File: src/rtl/bin_to_bcd_display.sv
// Sequential binary-to-BCD converter (double dabble, one bit per clock) feeding the
// 8-digit seven-segment driver, with optional leading-zero blanking and an overflow word.
module bin_to_bcd_display #(
    parameter bit          BLANK_LEADING = 1'b1,
    parameter logic [31:0] OVF_CODE      = 32'hEEEEEEEE
) (
    input  logic        clk,
    input  logic        reset,
    input  logic        in_valid,
    input  logic [26:0] in_value,
    output logic        in_ready,
    output logic [31:0] data_out,
    output logic        out_valid,
    output logic        overflow
);

    localparam int unsigned BIN_W  = 27;
    localparam int unsigned DIGITS = 8;
    localparam int unsigned BCD_W  = 4 * DIGITS;
    localparam int unsigned CNT_W  = 5;

    localparam logic [CNT_W-1:0] LAST_SHIFT = CNT_W'(BIN_W - 1);
    localparam logic [BIN_W-1:0] MAX_VALUE  = BIN_W'(99_999_999);
    localparam logic [BCD_W-1:0] RESET_WORD = BLANK_LEADING ? 32'hFFFFFFF0 : 32'h00000000;

    typedef enum logic [1:0] {
        IDLE    = 2'd0,
        CONVERT = 2'd1,
        FINISH  = 2'd2
    } state_t;

    state_t            state_q, state_d;
    logic [BIN_W-1:0]  bin_q, bin_d;
    logic [BCD_W-1:0]  bcd_q, bcd_d;
    logic [CNT_W-1:0]  cnt_q, cnt_d;
    logic              ovf_pending_q, ovf_pending_d;
    logic [BCD_W-1:0]  data_out_d;
    logic              out_valid_d;
    logic              overflow_d;
    logic              in_ready_d;

    // Add 3 to every nibble that is 5 or more (4-bit add, carry discarded).
    function automatic logic [BCD_W-1:0] add3(input logic [BCD_W-1:0] b);
        logic [BCD_W-1:0] r;
        logic [3:0]       nib;
        r = b;
        for (int i = 0; i < int'(DIGITS); i++) begin
            nib = b[4*i +: 4];
            if (nib >= 4'd5) begin
                nib = nib + 4'd3;
            end
            r[4*i +: 4] = nib;
        end
        return r;
    endfunction

    // Replace leading zero digits (digit7..digit1) with 4'hF; digit0 always shown.
    function automatic logic [BCD_W-1:0] blank_leading(input logic [BCD_W-1:0] b);
        logic [BCD_W-1:0] r;
        logic             leading;
        r       = b;
        leading = 1'b1;
        for (int i = int'(DIGITS) - 1; i >= 1; i--) begin
            if (leading && (b[4*i +: 4] == 4'h0)) begin
                r[4*i +: 4] = 4'hF;
            end else begin
                leading = 1'b0;
            end
        end
        return r;
    endfunction

    always_ff @(posedge clk or negedge reset) begin
        if (!reset) begin
            state_q       <= IDLE;
            bin_q         <= '0;
            bcd_q         <= '0;
            cnt_q         <= '0;
            ovf_pending_q <= 1'b0;
            data_out      <= RESET_WORD;
            out_valid     <= 1'b0;
            overflow      <= 1'b0;
            in_ready      <= 1'b1;
        end else begin
            state_q       <= state_d;
            bin_q         <= bin_d;
            bcd_q         <= bcd_d;
            cnt_q         <= cnt_d;
            ovf_pending_q <= ovf_pending_d;
            data_out      <= data_out_d;
            out_valid     <= out_valid_d;
            overflow      <= overflow_d;
            in_ready      <= in_ready_d;
        end
    end

    always_comb begin
        logic [BCD_W-1:0] bcd_adj;
        state_d       = state_q;
        bin_d         = bin_q;
        bcd_d         = bcd_q;
        cnt_d         = cnt_q;
        ovf_pending_d = ovf_pending_q;
        data_out_d    = data_out;
        out_valid_d   = 1'b0;
        overflow_d    = overflow;
        in_ready_d    = in_ready;
        bcd_adj       = add3(bcd_q);

        case (state_q)
            IDLE: begin
                if (in_valid) begin
                    bin_d         = in_value;
                    bcd_d         = '0;
                    cnt_d         = '0;
                    ovf_pending_d = (in_value > MAX_VALUE);
                    in_ready_d    = 1'b0;
                    state_d       = CONVERT;
                end
            end
            CONVERT: begin
                // Adjust then shift {bcd, bin} left; bin MSB enters bcd LSB.
                bcd_d = {bcd_adj[BCD_W-2:0], bin_q[BIN_W-1]};
                bin_d = {bin_q[BIN_W-2:0], 1'b0};
                cnt_d = cnt_q + CNT_W'(1);
                if (cnt_q == LAST_SHIFT) begin
                    state_d = FINISH;
                end
            end
            FINISH: begin
                if (ovf_pending_q) begin
                    data_out_d = OVF_CODE;
                end else if (BLANK_LEADING) begin
                    data_out_d = blank_leading(bcd_q);
                end else begin
                    data_out_d = bcd_q;
                end
                overflow_d  = ovf_pending_q;
                out_valid_d = 1'b1;
                in_ready_d  = 1'b1;
                state_d     = IDLE;
            end
            default: begin
                state_d    = IDLE;
                in_ready_d = 1'b1;
            end
        endcase
    end

endmodule
File: config.mk
export PLATFORM = sky130hd
export DESIGN_NAME = bin_to_bcd_display
export DESIGN_NICKNAME = d
export VERILOG_FILES = /design/src/rtl/bin_to_bcd_display.sv
export SDC_FILE = /design/constraint.sdc
export NUM_CORES = 1
export LEC_CHECK = 0
export BUFFER_PORTS_ARGS = -buffer_cell sky130_fd_sc_hd__buf_2
export CAP_MARGIN = 20
export CORE_AREA = 5 5 136 138
export CTS_CLUSTER_DIAMETER = 50
export CTS_CLUSTER_SIZE = 16
export DETAILED_ROUTE_END_ITERATION = 12
export DIE_AREA = 0 0 141 143
export PLACE_DENSITY = 0.45
export SKIP_CTS_REPAIR_TIMING = 1
export SLEW_MARGIN = 0
export SYNTH_ARGS = -nofsm -noshare
export SYNTH_HDL_FRONTEND = slang
export SYNTH_SLANG_ARGS = --single-unit
File: constraint.sdc
create_clock -name clk -period 3.9 [get_ports clk]
set_clock_uncertainty 0.2 [all_clocks]
set_input_delay 0.585 -clock clk [delete_from_list [all_inputs] [get_ports clk]]
set_output_delay 0.585 -clock clk [all_outputs]
set_load 0.02 [all_outputs]
==> results.yml, run 1 <==
outcome:
  status: "finished, final reports clean"
yosys:
  avgSynthCellArea_sq_um: 10.0
  synth_edf_count: 0
  seq_area_frac_synth: 0.514
  synth_area_sq_um: 5040
  ys_warn_count: 0
  synthesis.nets: 556
  ys_async_sr_fraction: 1.00
  ys.flop_type: "dfrtp_1"
  syn_inst: 502
  yosys_register_bits: 102
  ys_types: 50
clock_network:
  cts_sinks: 102
  ctsRootBufferMaster: "clkbuf_16"
  clk_latency_ns: 0.35
  cts_buffer_depth: 2
  cts_made_buffers: 9
  htreeDepth: 3
  clk_pin_slew_ns: 0.07
  tritoncts: "done"
route:
  drt-initial-drc-count: 268
  drc: 0
  wire_per_inst_um: 15.8
  via_count: 3853
  ant_nets: 0
  drt-total-wl_mm: 12.4
  drtPass1Iterations: 4
  viasPerCell: 4.90
sta:
  final_max_slew_viol_count: 0
  hold_violations: 0
  timing.hold.ws_ns: 0.119
  grt_setup_unrepaired: "no"
  fin_crit_sh: 0.569
  tightest_slew_ns: 0.891
  final-setup-viol-count: 0
  tns_ns: 0
  period_needed_ns: 2.22
  timing.fmax_ghz: 0.451
  max_slew_margin: 0.406
die:
  core_area_sq_um: 17100
  std_cell_rows: 48
  initial_core_util: 0.295
  die_area_sq_um: 20200
  die_x_um: 141
  fp.dieH_um: 143
  ios: 65
layout:
  final_util: 0.348
  nets: 610
  area_delta_synth_final_pct: 17.9
  diodes: 0
  layout_commonest_cell: "nand2_1"
  layout-drive-gt1-share: 0.237
  layout_common_cells: "nand2_1 (82), dfrtp_1 (73), buf_2 (63)"
  num-fill-cells: 1782
global_routing:
  antenna_found_initial: 0
  grt_pass1_vias: 4023
  grt_pass1_wl_mm: 20.8
  gr-total-overflow: 0
  grt_max_degree: 66
  grt_use_total: 0.128
setup_path:
  critPathRequiredTime_ns: 4.00
  critPathMaxFanout: 30
  path_class: "reg2reg"
  crit_path_end_kind: "flop"
  critPathLaunch: "state_q[0]$_DFFE_PN0P_"
  arrival_ns: 2.31
  regToRegStartpoint: "state_q[0]$_DFFE_PN0P_"
  cp-start-kind: "flop"
power:
  peakVddDrop_uv: 303
  powerDensity_nw_per_um2: 826
  leakage_nw: 2.64
placed_design:
  place_hpwl_mm: 8.22
  place_congestion: 0.780
  numPortBuffers: 64
run:
  drv_cap: 0
worst_hold_path:
  min_path_type: "in2async"
==> path summary, 6_finish.rpt <==
| check | slack, ns | cells past startpoint | end |
|---|---|---|---|
| worst min-delay path | 0.12 | 1 | bcd_q[12]$_DFFE_PN0P_ |
| min in group clk | 0.24 | 3 | bin_q[0]$_DFFE_PN0P_ |
| worst max-delay path | 1.68 | 7 | data_out[4]$_DFFE_PN1P_ |
| worst max register to register | 1.68 | 7 | data_out[4]$_DFFE_PN1P_ |
| max in group asynchronous | 2.61 | 2 | bcd_q[2]$_DFFE_PN0P_ |
| worst min register to register | 0.25 | 2 | data_out[24]$_DFFE_PN1P_ |
==> cell families (layout without fill, tap and decap cells) <==
family | after synthesis | after routing | synth area share
adders and majority gates | 24 | 24 | 0.0596
AOI/OAI and AO/OA | 135 | 135 | 0.182
DFF | 102 | 102 | 0.514
muxes | 6 | 6 | 0.0132
xor gates and xnor gates | 10 | 10 | 0.0174
and+or+nand+nor | 178 | 178 | 0.176
buffers and inverters | 47 | 106 | 0.0385
==> through the flow <==
stage / power, W / std cells / setup WS (ns) / instance area [sq um]
6_report: 0.00491 / 786 / 1.68 / 5940
3_3_place_gp: 0.00390 / 770 / 1.58 / 5600
3_5_place_dp: 0.00396 / 770 / 1.55 / 5600
4_1_cts: 0.00499 / 786 / 1.64 / 5940
2_1_floorplan: 0.00340 / 502 / 2.03 / 5040
5_1_grt: 0.00533 / 786 / 1.51 / 5940
==> where the power goes <==
part           leakage [nW]  switching, W  internal, W
registers              1.22      0.000418      0.00158
logic                  1.25       0.00109     0.000825
clock network         0.167      0.000412     0.000586
==> critical path, cell delays in order (launching register included) <==
cell and delay [ns]:
dfrtp_1 0.44, nand2b_1 0.17, buf_4 0.24, inv_2 0.07
buf_4 0.32, nand2b_1 0.24, nor4_1 0.33, a221o_1 0.15
==> routing by layer <==
| layer | track usage | part of all wire | vias to the layer above |
|---|---|---|---|
| met5 | 0 | 0 | - |
| met4 | 0.0311 | 0.0066 | 0 |
| met3 | 0.0368 | 0.048 | 4 |
| met2 | 0.198 | 0.45 | 85 |
| met1 | 0.177 | 0.50 | 1863 |
| li1 | - | - | 1901 |
==> Yosys cell counts (all sizes together), types with 2 or more instances <==
cell type   n  share of area
o211ai      3         0.0045
dfrtp      73           0.36
nor3        8         0.0079
xnor2       8          0.014
nand2b     11          0.014
o31ai      18          0.030
a22oi      26          0.039
o21ai      38          0.038
buf        16          0.015
dfstp      29           0.15
o32a        3         0.0060
xor2        2         0.0035
o22a        6          0.010
nand4       4         0.0079
and3        3         0.0037
a32o        8          0.016
inv        18          0.013
mux2        5          0.011
nand2      82          0.061
ha         24          0.060
a31oi       4         0.0050
nor3b      10          0.021
nor2b       2         0.0025
a21oi      23          0.023
a311o       2         0.0040
nand3      25          0.025
nor2       24          0.018
clkbuf     13         0.0097
==> registers in the layout (all words and copies together) (netlist names) <==
register and flops:
state_q 2, bin_q 27, ovf_pending_q 1, out_valid 1, data_out 32, cnt_q 5, bcd_q 32, overflow 1
in_ready 1
==> area by class of cell <==
class / count / area (sq um) / area share
flip-flops and latches: 102 / 2590 / 0.436
multi-input cells: 353 / 2270 / 0.382
repair buffers: 72 / 395 / 0.0665
clock buffers: 14 / 328 / 0.0552
well taps: 225 / 282 / 0.0474
inverters: 18 / 67.6 / 0.0114
clock inverters: 2 / 13.8 / 0.00232
No activity file was read; power rests on OpenSTA's default activity.
==> inputs of run 2 (changes only) <==
--- a/config.mk
+++ b/config.mk
@@ -5,14 +5,15 @@
 export SDC_FILE = /design/constraint.sdc
 export NUM_CORES = 1
 export LEC_CHECK = 0
+export ABC_AREA = 1
 export BUFFER_PORTS_ARGS = -buffer_cell sky130_fd_sc_hd__buf_2
 export CAP_MARGIN = 20
-export CORE_AREA = 5 5 136 138
+export CORE_AREA = 5 5 137 139
 export CTS_CLUSTER_DIAMETER = 50
 export CTS_CLUSTER_SIZE = 16
 export DETAILED_ROUTE_END_ITERATION = 12
-export DIE_AREA = 0 0 141 143
-export PLACE_DENSITY = 0.45
+export DIE_AREA = 0 0 142 144
+export PLACE_DENSITY = 0.47
 export SKIP_CTS_REPAIR_TIMING = 1
 export SLEW_MARGIN = 0
 export SYNTH_ARGS = -nofsm -noshare
==> constraint.sdc (replaced) <==
create_clock -name clk -period 1.9 [get_ports clk]
set_clock_uncertainty 0.2 [all_clocks]
set_input_delay 0.285 -clock clk [delete_from_list [all_inputs] [get_ports clk]]
set_output_delay 0.285 -clock clk [all_outputs]
set_load 0.02 [all_outputs]
==> results.yml, run 2 <==
outcome:
  violations: "hold timing"
  status: "finished, violations left"
route:
  viasPerCell: 4.78
  wire_per_inst_um: 14.6
  drt-total-wl_mm: 12.8
  drt-initial-drc-count: 181
  drtPass1Iterations: 4
  ant_nets: 0
  drc: 0
  via_count: 4193
sta:
  period_needed_ns: 1.83
  tns_ns: 0
  tightest_slew_ns: 0.417
  max_slew_margin: 0.722
  grt_setup_unrepaired: "yes"
  timing.fmax_ghz: 0.546
  timing.hold.ws_ns: -0.000597
  fin_crit_sh: 0.963
  final_max_slew_viol_count: 0
  final-setup-viol-count: 0
  hold_violations: 1
clock_network:
  cts_buffer_depth: 2
  cts_made_buffers: 9
  cts_sinks: 102
  clk_latency_ns: 0.35
  tritoncts: "done"
  clk_pin_slew_ns: 0.07
  ctsRootBufferMaster: "clkbuf_16"
  htreeDepth: 3
power:
  powerDensity_nw_per_um2: 1580
  leakage_nw: 2.82
  peakVddDrop_uv: 581
placed_design:
  place_congestion: 0.832
  numPortBuffers: 64
  postPlaceCellArea_sq_um: 5750
  dp_cells: 858
  place_hpwl_mm: 8.89
yosys:
  syn_inst: 568
  synthesis.nets: 622
  ys_warn_count: 0
  ys_async_sr_fraction: 1.00
  ys_types: 35
  yosys_register_bits: 102
  yosysMostFrequentCell: "nand2_1"
  ys.flop_type: "dfrtp_1"
  synth_top_area_share: 0.359
  seq_area_frac_synth: 0.508
  avgSynthCellArea_sq_um: 8.97
  synth_area_sq_um: 5090
  yosysTopAreaCell: "dfrtp_1"
  synth_edf_count: 0
  yosys-top-cells-count: "nand2_1 (80), dfrtp_1 (73), inv_1 (73), o21ai_0 (59), nor2_1 (47)"
  synth_area_leaders: "dfrtp_1 (36%), dfstp_2 (15%), ha_1 (5.9%)"
setup_path:
  critPathMaxFanout: 5
  rrSetupSlack_ns: 0.07
  r2r_cells: 8
  crit_family: "simple AND/OR/NAND/NOR gates"
  arrival_ns: 1.86
  cp_num_buf_inv: 2
  cp_cell_sequence: "inv_2, ha_1, inv_1, nor2_1, o21ai_1, or2_2, nand3_1, o21ai_0"
  cpPeakStageDelay_ns: 0.43
  regToRegStartpoint: "bcd_q[20]$_DFFE_PN0P_"
  critPathRequiredTime_ns: 1.93
  cp-start-kind: "flop"
  r2r-end: "bcd_q[21]$_DFFE_PN0P_"
  crit_slowest_cell: "dfrtp_2"
  path_class: "reg2reg"
  crit_path_end_kind: "flop"
layout:
  layout_common_cells: "nand2_1 (80), dfrtp_1 (71), inv_1 (67)"
  stdcell_area_sq_um: 6080
  regArea_sq_um: 2590
  num-fill-cells: 1868
  diodes: 0
  layout_commonest_cell: "nand2_1"
  reg_top3: "bcd_q: 32 flops, data_out: 32 flops, bin_q: 27 flops"
  multi_input_area_sq_um: 2110
  final_util: 0.347
  fin_cells: 877
  area_delta_synth_final_pct: 19.4
  layout-drive-gt1-share: 0.238
  nets: 697
worst_hold_path:
  holdPathStages: 3
  min_path_type: "in2reg"
  hold_path_end: "bin_q[6]$_DFFE_PN0P_"
  min-delay-start: "in_value[6]"
die:
  die_x_um: 142
  ios: 65
  initial_core_util: 0.290
  die_area_sq_um: 20400
  fp.dieH_um: 144
  std_cell_rows: 49
  core_area_sq_um: 17500
global_routing:
  grt_max_degree: 72
  grt_pass1_wl_mm: 21.9
  grt_pass1_vias: 4304
  antenna_found_initial: 0
  grt_use_total: 0.133
  gr-total-overflow: 0
run:
  drv_cap: 0
## run 2: cell types whose count changed after synthesis, sizes merged, moves of 8 or more
cell    delta
o31ai     -18
clkbuf     -8
o22ai      +8
a31oi     +15
nor3b      -9
inv       +61
nand2b    -11
nand3      +9
o211ai    +10
nor2      +29
o21ai     +21
a22oi     -25
o221ai    +14
xnor2      -8
## run 2: power breakdown
part	switching, W	leakage (nW)	internal [W]	total, W
clock	0.000785	0.134	0.000962	0.00175
sequential	0.000569	1.19	0.00317	0.00374
combinational	0.00257	1.50	0.00155	0.00413
## run 2: per-layer routing
layer / GRT usage / vias up / routed length, um
met5: 0 / - / 0
met2: 0.213 / 102 / 5750
li1: - / 2075 / -
met1: 0.179 / 2008 / 6210
met4: 0.0313 / 0 / 121
met3: 0.0390 / 8 / 745
## run 2: worst max path at each step
stage                                    end                  start  slack [ns]  depth (start not counted)
floorplan              bcd_q[13]$_DFFE_PN0P_  bcd_q[12]$_DFFE_PN0P_        0.24                          8
global placement       bcd_q[25]$_DFFE_PN0P_  bcd_q[24]$_DFFE_PN0P_        0.09                          8
detailed placement  data_out[16]$_DFFE_PN1P_  bcd_q[20]$_DFFE_PN0P_        0.03                          8
CTS                 data_out[16]$_DFFE_PN1P_  bcd_q[20]$_DFFE_PN0P_       -0.04                          8
global route        data_out[10]$_DFFE_PN1P_  bcd_q[20]$_DFFE_PN0P_       -0.01                          8
finish                 bcd_q[21]$_DFFE_PN0P_  bcd_q[20]$_DFFE_PN0P_        0.07                          8
## run 2: metrics by stage
stage | power (W) | setup WS (ns)
after floorplan | 0.00670 | 0.241
after global placement | 0.00774 | 0.0885
after detailed placement | 0.00784 | 0.0296
after CTS | 0.00967 | -0.0405
after global routing | 0.0105 | -0.0144
final | 0.00961 | 0.0696
## run 2: worst reg2reg max path: cells and delay by family, from the launching register on
family / cells / cell delay [ns]
AND/OR/NAND/NOR: 3 / 0.50
flip-flops: 1 / 0.43
AO/OA/AOI/OAI: 2 / 0.21
adder cells (fa/ha/maj): 1 / 0.21
buffers and inverters: 2 / 0.16
## run 2: cell type report
type | instances | area share
Clock buffer | 15 | 0.0440
Clock inverter | 1 | 0.000823
Inverter | 79 | 0.0492
Multi-Input combinational cell | 367 | 0.348
Sequential cell | 102 | 0.426
Tap cell | 229 | 0.0471
Timing Repair Buffer | 84 | 0.0852
## run 2: cell families (layout without fill, tap and decap cells)
family                   after synthesis  count (layout)  synth area share
AO/OA/AOI/OAI                        150             150             0.177
XOR/XNOR                               7               7            0.0120
adder cells (fa/ha/maj)               24              24            0.0590
buffers and inverters                 99             179            0.0811
flip-flops                           102             102             0.508
multiplexers                           1               1           0.00197
AND/OR/NAND/NOR                      185             185             0.161
==> inputs of run 3 (changes only) <==
--- a/config.mk
+++ b/config.mk
@@ -14,6 +14,7 @@
 export DETAILED_ROUTE_END_ITERATION = 12
 export DIE_AREA = 0 0 142 144
 export PLACE_DENSITY = 0.47
+export SETUP_SLACK_MARGIN = 0.4
 export SKIP_CTS_REPAIR_TIMING = 1
 export SLEW_MARGIN = 0
 export SYNTH_ARGS = -nofsm -noshare
==> results.yml, run 3 (synthesis results as in run 2) <==
die:
  ios: 65
  fp.dieH_um: 144
  std_cell_rows: 49
  initial_core_util: 0.290
  die_area_sq_um: 20400
  core_area_sq_um: 17500
  die_x_um: 142
worst_hold_path:
  hold_path_end: "bin_q[9]$_DFFE_PN0P_"
  min-delay-start: "in_value[9]"
  min_path_type: "in2reg"
  holdPathStages: 3
clock_network:
  clk_latency_ns: 0.35
  cts_sinks: 102
  cts_buffer_depth: 2
  ctsRootBufferMaster: "clkbuf_16"
  htreeDepth: 3
  tritoncts: "done"
  clk_pin_slew_ns: 0.07
  cts_made_buffers: 9
sta:
  final_max_slew_viol_count: 0
  timing.fmax_ghz: 0.549
  fin_crit_sh: 0.958
  tightest_slew_ns: 0.415
  period_needed_ns: 1.82
  grt_setup_unrepaired: "yes"
  final-setup-viol-count: 0
  hold_violations: 1
  layout_setup_ws_ns: 0.0800
  timing.hold.ws_ns: -0.00393
  max_slew_margin: 0.723
layout:
  fin_cells: 934
  reg_top3: "bcd_q: 32 flops, data_out: 32 flops, bin_q: 27 flops"
  nets: 754
  layout_commonest_cell: "dfrtp_1"
  final_util: 0.435
  diodes: 0
  area_delta_synth_final_pct: 49.9
  layout-drive-gt1-share: 0.454
  layout_common_cells: "dfrtp_1 (71), nand2_1 (68), inv_1 (51)"
route:
  viasPerCell: 4.84
  drt-initial-drc-count: 221
  drc: 0
  drt-total-wl_mm: 14.7
  via_count: 4524
  drtPass1Iterations: 4
  wire_per_inst_um: 15.7
  ant_nets: 0
setup_path:
  rrSetupSlack_ns: 0.08
  regToRegStartpoint: "bcd_q[24]$_DFFE_PN0P_"
  r2r-end: "data_out[4]$_DFFE_PN1P_"
  arrival_ns: 1.91
  cp-start-kind: "flop"
  cp_num_buf_inv: 1
  crit_path_end_kind: "flop"
  cpPeakStageDelay_ns: 0.41
  critPathMaxFanout: 5
  crit_family: "simple AND/OR/NAND/NOR gates"
  critPathRequiredTime_ns: 1.99
  crit_top_cell: "nand2_1"
  path_class: "reg2reg"
  r2r_cells: 10
  crit_slowest_cell: "dfrtp_1"
  cp_cell_sequence: "inv_2, ha_4, nand2_2, nor2_4, nand3_4, nor2_4, nand3_2, nand2_1, nand2_1, nand2_1"
global_routing:
  antenna_found_initial: 0
  grt_pass1_wl_mm: 21.4
  grt_max_degree: 45
  grt_pass1_vias: 4271
  grt_use_total: 0.130
  gr-total-overflow: 0
placed_design:
  numPortBuffers: 64
  place_hpwl_mm: 9.24
  place_worst_setup_slack_ns: 0.0695
  dp_cells: 858
  place_congestion: 0.845
outcome:
  violations: "hold timing"
  status: "finished, violations left"
power:
  leakage_nw: 3.37
  peakVddDrop_uv: 680
  powerDensity_nw_per_um2: 1720
run:
  drv_cap: 0
==> run 3: cell count changes in the layout (fill, tap and decap cells not counted), sizes merged <==
| cell | previous run | this run |
|---|---|---|
| buf | 81 | 134 |
| clkinv | 1 | 5 |
| dlygate4sd3 | 3 | 2 |
| clkinvlp | 0 | 1 |
| bufinv | 0 | 2 |
| inv | 79 | 77 |
==> run 3: cell type report <==
type / count / area (sq um)
well taps: 229 / 287
repair buffers: 140 / 1380
repair inverters: 1 / 16.3
fillers: 1689 / 9900
flip-flops and latches: 102 / 2590
inverters: 79 / 323
clock inverters: 5 / 81.3
clock buffers: 11 / 233
multi-input cells: 367 / 2730
==> run 3: worst register-to-register path, stage by stage (launching register included) <==
cell,delay (ns)
dfrtp_1,0.41
inv_2,0.13
ha_4,0.14
nand2_2,0.06
nor2_4,0.17
nand3_4,0.13
nor2_4,0.19
nand3_2,0.12
nand2_1,0.10
nand2_1,0.05
nand2_1,0.05
==> run 3: per-layer routing <==
metal | GRT usage | part of all wire | up-vias | wire length (um)
met2 | 0.219 | 0.49 | 105 | 7210
met4 | 0.0237 | 0.012 | 0 | 183
met1 | 0.172 | 0.45 | 2208 | 6650
met3 | 0.0337 | 0.042 | 18 | 623
met5 | 0 | 0 | - | 0
li1 | - | - | 2193 | -
==> run 3: stage by stage <==
step,setup TNS [ns],instance area [sq um],total power [W]
4_1_cts,0,6100,0.0101
2_1_floorplan,0,5140,0.00682
3_3_place_gp,0,5790,0.00791
5_1_grt,-0.0610,7640,0.0141
6_report,0,7640,0.0131
3_5_place_dp,0,5790,0.00805
==> run 3: worst max path at each step <==
stage | cells past startpoint | slack, ns | to | from
2_1_floorplan | 10 | 0.30 | data_out[8]$_DFFE_PN1P_ | bcd_q[28]$_DFFE_PN0P_
6_report | 10 | 0.08 | data_out[4]$_DFFE_PN1P_ | bcd_q[24]$_DFFE_PN0P_
3_3_place_gp | 10 | 0.12 | data_out[4]$_DFFE_PN1P_ | bcd_q[28]$_DFFE_PN0P_
4_1_cts | 8 | 0.05 | data_out[9]$_DFFE_PN1P_ | bcd_q[28]$_DFFE_PN0P_
5_1_grt | 9 | -0.04 | data_out[4]$_DFFE_PN1P_ | bcd_q[19]$_DFFE_PN0P_
3_5_place_dp | 8 | 0.07 | data_out[9]$_DFFE_PN1P_ | bcd_q[28]$_DFFE_PN0P_
==> run 3: where the power goes <==
| part | total (W) | switching [W] | leakage [nW] | internal [W] |
|---|---|---|---|---|
| Combinational | 0.00731 | 0.00384 | 2.03 | 0.00346 |
| Clock | 0.00200 | 0.000839 | 0.150 | 0.00116 |
| Sequential | 0.00384 | 0.000667 | 1.19 | 0.00317 |
